File: config.mk
export PLATFORM = sky130hd
export DESIGN_NAME = nv_nvdla_pdp_ingress_mux
export DESIGN_NICKNAME = d
export VERILOG_FILES = /design/src/rtl/nv_nvdla_pdp_ingress_mux.sv
export SDC_FILE = /design/constraint.sdc
export NUM_CORES = 1
export LEC_CHECK = 0
export BUFFER_PORTS_ARGS = -buffer_cell sky130_fd_sc_hd__clkbuf_2
export CAP_MARGIN = 20
export CORE_MARGIN = 4
export CORE_UTILIZATION = 40
export CTS_CLUSTER_DIAMETER = 40
export DETAILED_ROUTE_END_ITERATION = 6
export PLACE_DENSITY = 0.71
export SYNTH_ARGS = -nofsm -noshare
export SYNTH_HDL_FRONTEND = slang
export SYNTH_SLANG_ARGS = --single-unit
File: constraint.sdc
create_clock -name nvdla_core_clk -period 10.9 [get_ports nvdla_core_clk]
set_clock_uncertainty 0.1 [all_clocks]
set_input_delay 1.09 -clock nvdla_core_clk [delete_from_list [all_inputs] [get_ports nvdla_core_clk]]
set_output_delay 1.09 -clock nvdla_core_clk [all_outputs]
set_load 0.02 [all_outputs]
File: src/rtl/nv_nvdla_pdp_ingress_mux.sv
// PDP ingress: selects RDMA (off-flying) or SDP (on-the-fly) per layer, generates
// position flags for SDP beats, and registers the stream through a 2-entry skid buffer.
module nv_nvdla_pdp_ingress_mux #(
  parameter int DW = 64,
  parameter int FW = 12
) (
  input  logic              nvdla_core_clk,
  input  logic              nvdla_core_rst,
  input  logic              reg2dp_op_en,
  input  logic              reg2dp_flying_mode,
  input  logic [1:0]        reg2dp_input_data,
  input  logic [12:0]       reg2dp_cube_in_width,
  input  logic [12:0]       reg2dp_cube_in_height,
  input  logic [12:0]       reg2dp_cube_in_channel,
  input  logic              rdma2dp_valid,
  output logic              rdma2dp_ready,
  input  logic [DW+FW-1:0]  rdma2dp_pd,
  input  logic              sdp2pdp_valid,
  output logic              sdp2pdp_ready,
  input  logic [DW-1:0]     sdp2pdp_pd,
  output logic              pre2cal_valid,
  input  logic              pre2cal_ready,
  output logic [DW+FW-1:0]  pre2cal_pd,
  output logic              busy,
  output logic              done,
  output logic [31:0]       dp2reg_perf_stall
);

  typedef enum logic [1:0] {IDLE, RUN, DRAIN} state_t;

  state_t            state_q;
  logic              off_fly_q;
  logic [12:0]       w_max_q, h_max_q;
  logic [13:0]       s_last_q;
  logic [12:0]       w_q, h_q;
  logic [9:0]        s_q;
  logic [1:0]        cnt_q;
  logic [DW+FW-1:0]  ent0_q, ent1_q;
  logic              done_q;
  logic [31:0]       stall_q;

  logic              start, in_rdy, in_vld, push, pop;
  logic              line_end, surf_end, cube_end;
  logic [FW-1:0]     gen_flags;
  logic [DW+FW-1:0]  in_pd;

  // Index of the last surface: ceil((C+1)/8) - 1 for int8, ceil((C+1)/4) - 1 otherwise.
  function automatic logic [13:0] surf_last(input logic [12:0] c, input logic [1:0] dt);
    logic [13:0] c1;
    c1 = {1'b0, c};
    if (dt == 2'd0) return ((c1 + 14'd8) >> 3) - 14'd1;
    return ((c1 + 14'd4) >> 2) - 14'd1;
  endfunction

  function automatic logic [31:0] sat_inc(input logic [31:0] v);
    return (v == 32'hFFFF_FFFF) ? v : v + 32'd1;
  endfunction

  // An op_en coinciding with the done pulse must not start a layer.
  assign start    = (state_q == IDLE) & reg2dp_op_en & ~done_q;
  assign in_rdy   = (state_q == RUN) & (cnt_q != 2'd2);
  assign rdma2dp_ready = in_rdy & off_fly_q;
  assign sdp2pdp_ready = in_rdy & ~off_fly_q;
  assign in_vld   = off_fly_q ? rdma2dp_valid : sdp2pdp_valid;
  assign push     = in_vld & in_rdy;
  assign pop      = (cnt_q != 2'd0) & pre2cal_ready;

  assign line_end = (w_q == w_max_q);
  assign surf_end = line_end & (h_q == h_max_q);
  assign cube_end = surf_end & ({4'b0000, s_q} == s_last_q);

  always_comb begin
    gen_flags      = '0;
    gen_flags[8:0] = {s_q[4:0], cube_end, cube_end, surf_end, line_end};
  end

  assign in_pd = off_fly_q ? rdma2dp_pd : {gen_flags, sdp2pdp_pd};

  always_ff @(posedge nvdla_core_clk) begin
    if (nvdla_core_rst) begin
      state_q   <= IDLE;
      done_q    <= 1'b0;
      off_fly_q <= 1'b0;
      w_max_q   <= '0;
      h_max_q   <= '0;
      s_last_q  <= '0;
    end else begin
      done_q <= 1'b0;
      case (state_q)
        IDLE: if (start) begin
          state_q   <= RUN;
          off_fly_q <= reg2dp_flying_mode;
          w_max_q   <= reg2dp_cube_in_width;
          h_max_q   <= reg2dp_cube_in_height;
          s_last_q  <= surf_last(reg2dp_cube_in_channel, reg2dp_input_data);
        end
        RUN: if (push & in_pd[DW+3]) state_q <= DRAIN;
        DRAIN: if ((cnt_q == 2'd0) | ((cnt_q == 2'd1) & pre2cal_ready)) begin
          state_q <= IDLE;
          done_q  <= 1'b1;
        end
        default: state_q <= IDLE;
      endcase
    end
  end

  // Position counters: w fastest, then h, then surface.
  always_ff @(posedge nvdla_core_clk) begin
    if (nvdla_core_rst | start) begin
      w_q <= '0;
      h_q <= '0;
      s_q <= '0;
    end else if (push) begin
      if (line_end) begin
        w_q <= '0;
        if (surf_end) begin
          h_q <= '0;
          s_q <= s_q + 10'd1;
        end else begin
          h_q <= h_q + 13'd1;
        end
      end else begin
        w_q <= w_q + 13'd1;
      end
    end
  end

  // Skid buffer: occupancy is control, entry payloads carry no reset.
  always_ff @(posedge nvdla_core_clk) begin
    if (nvdla_core_rst) cnt_q <= 2'd0;
    else if (push & ~pop) cnt_q <= cnt_q + 2'd1;
    else if (pop & ~push) cnt_q <= cnt_q - 2'd1;
  end

  always_ff @(posedge nvdla_core_clk) begin
    case ({push, pop})
      2'b10: if (cnt_q == 2'd0) ent0_q <= in_pd; else ent1_q <= in_pd;
      2'b01: ent0_q <= ent1_q;
      // push needs a free slot and pop a filled one, so exactly one entry is held here
      2'b11: ent0_q <= in_pd;
      default: ;
    endcase
  end

  always_ff @(posedge nvdla_core_clk) begin
    if (nvdla_core_rst | start) stall_q <= '0;
    else if (pre2cal_valid & ~pre2cal_ready) stall_q <= sat_inc(stall_q);
  end

  assign pre2cal_valid     = (cnt_q != 2'd0);
  assign pre2cal_pd        = pre2cal_valid ? ent0_q : '0;
  assign busy              = (state_q != IDLE);
  assign done              = done_q;
  assign dp2reg_perf_stall = stall_q;

endmodule

==> flow_summary.toml <==
[synthesis]
yosys.area.top_type = "edfxtp_1"
synth_seq_cells = 265
ys_seq_area_share_pct = 51.3
ys_async_sr_fraction_pct = 0
syn-num-nets = 1416
syn_inst = 1215
synth_top_area_share_pct = 34.3
yosys-top-cells-count = "152 x edfxtp_1, 144 x mux2_2, 113 x dfxtp_1, 107 x nand2_1"
synth-edff-count = 152
yosysMostFrequentCell = "edfxtp_1"
syn_avg_cell_area_um2 = 11.0
synth_area_leaders = "edfxtp_1 34%, dfxtp_1 17%, mux2_2 12%"
synth_area_um2 = 13300
yosysUniqueCellTypes = 67
ys.flop_type = "edfxtp_1"
yosysWarnings = 0

[sta]
timing.final.hold_violations = 0
tns_ps = 0
max_freq_mhz = 275
fin_ws_ps = 7260
final_max_slew_viol_count = 0
setup_viol_count_final = 0
worst_slew_pin_slew_ps = 1060
timing.final.crit_share_pct = 33.4
relSlewSlack_pct = 29.1
fin_crit_ps = 3640
rsz0062_at_grt = "false"

[final_layout]
postLayoutCellArea_um2 = 16500
drive_gt1_share_pct = 35.7
finalNetCount = 1697
syn_to_final_growth_pct = 23.8
final_util_pct = 50.4

[place]
port-buffer-count = 298
placedInstanceArea_um2 = 15200
gp_congestion = 0.856
dpl_worst_slack_ps = 7090
dp_hpwl_um = 23800

[clock_network]
ctsRootBufferMaster = "clkbuf_16"
cts_hold_buf = 0
cts_setup_buffers = 0
htreeDepth = 2
cts_tree = "built"
cts_buffers = 39
clk_latency_ps = 500
clock_sinks = 265
clkTransAtPathRegs_ps = 50
cts_buffer_depth = 3
cts-resized-gates = 0

[setup_path]
criticalPathCategory = "flop to flop"
startpoint = "cnt_q[0]$_SDFFE_PP0P_"
path_cells = "inv_1 > ha_4 > inv_1 > nand2_1 > inv_1 > ha_1 > clkinv_2 > buf_4 > mux2_2"
path_buf_inv = 5
path_max_fanout = 81
critPathArrivalTime_ps = 3780
regToRegStartpoint = "cnt_q[0]$_SDFFE_PP0P_"
worst_path_most_repeated_cell = "inv_1"
crit_path_max_incr_delay_ps = 800
crit_path_top_delay_cell = "ha_4"
endpoint_kind = "flop"
cp-start-kind = "flop"
cp_top_family = "buffers and inverters"
cp_data_required_time_ps = 11050

[flow_run]
maxCapViolCount = 0

[die]
core_area_um2 = 32700
rows = 66
die_area_um2 = 36300
initial_utilization_pct = 40.7
dieWidth_um = 190
ios = 301
dieHeight_um = 190

[route]
dr.pass1.iters = 4
drtIter0Drc = 588
drc = 0
wl_per_cell_um = 17.2
wl_um = 33800
via_per_inst = 5.15
vias = 10100
ant_nets = 0

[global_route]
grt_remaining_overflow = 0
grt_pass1_wl_um = 53000
grt_use_total_pct = 17.8
antenna_found_initial = 2
grt_max_degree = 82
grt_pass1_vias = 9955

[min_path]
min_from = "h_max_q[11]$_SDFFE_PP0P_"
hp-class = "flop to flop"

[power]
p_leak_nw = 6.29
ir_drop_uv = 139
p_per_area_nw_per_um2 = 212

[outcome]
status = "complete, no violations"
==> cells in the final DEF (no fill, tap or decap), types with 6 or more instances in the layout <==
cell type / count
a21oi_1: 55
and2_1: 7
and3_1: 18
and4_1: 7
buf_4: 10
clkbuf_16: 42
clkbuf_2: 298
clkinv_2: 7
dfxtp_1: 112
edfxtp_1: 152
ha_1: 12
inv_1: 11
mux2_2: 144
mux2i_1: 7
nand2_1: 107
nand3_1: 40
nand4_1: 35
nor2_1: 80
nor2b_1: 79
nor3_1: 21
nor4_1: 8
o211ai_1: 6
o21ai_0: 26
o311ai_0: 6
o31ai_1: 9
or3_1: 19
or4_1: 8
xnor2_1: 58
xor2_1: 52
==> stage by stage <==
stage | hold WS, ps | cells | total power, mW
CTS | 372 | 1964 | 3.56
finish | 369 | 1967 | 3.50
global route | 392 | 1967 | 3.69
global placement | 359 | 1896 | 2.30
detailed placement | 365 | 1896 | 2.32
floorplan | 348 | 1215 | 1.99
==> worst paths after layout <==
kind	end	slack [ps]	depth (start not counted)
min	h_max_q[11]$_SDFFE_PP0P_	370	2
max	ent0_q[61]$_DFFE_PP_	7260	9
min reg2reg	h_max_q[11]$_SDFFE_PP0P_	370	2
max reg2reg	ent0_q[61]$_DFFE_PP_	7260	9
==> logic make-up after synthesis <==
family / count (synthesis) / share of synthesized area (%)
adder cells (fa/ha/maj): 13 / 1.22
flip-flops: 265 / 51.3
XOR/XNOR: 112 / 7.48
AO/OA/AOI/OAI: 134 / 6.51
buffers and inverters: 81 / 2.57
AND/OR/NAND/NOR: 459 / 18.3
multiplexers: 151 / 12.7
==> registers in the layout, summed over array words and instances, names as in the netlist <==
name / cells
ent0_q: 76
ent1_q: 76
dp2reg_perf_stall: 32
h_max_q: 13
h_q: 13
s_last_q: 13
w_max_q: 13
w_q: 13
s_q: 10
cnt_q: 2
state_q: 2
done: 1
off_fly_q: 1
==> layout make-up <==
class | instances | area (um2)
Timing Repair Buffer | 308 | 1570
Sequential cell | 265 | 6830
Inverter | 13 | 50.0
Antenna cell | 2 | 5.00
Multi-Input combinational cell | 869 | 6180
Fill cell | 2967 | 16200
Clock inverter | 18 | 181
Clock buffer | 50 | 1120
Tap cell | 442 | 553
==> per-layer routing <==
layer  vias up  global-route usage, %  part of all wire (%)
met3        55                   3.68                   7.1
met2       344                   31.2                    49
met5         -                      0                     0
li1       4981                      -                     -
met4         0                   5.44                   2.5
met1      4756                   22.3                    41
==> where the power goes <==
group,switching [mW],internal (mW),total [mW]
Sequential,0.0402,1.26,1.30
Combinational,0.634,0.341,0.975
Clock,0.445,0.780,1.22
Total,1.12,2.38,3.50
==> worst reg2reg max path, delay by kind of cell (launching register included) <==
family	cells	cell delay, ps
flip-flops	1	330
adder cells (fa/ha/maj)	2	990
multiplexers	1	500
AND/OR/NAND/NOR	1	230
buffers and inverters	5	1240
Note: power is estimated with default switching activity, not from simulation.
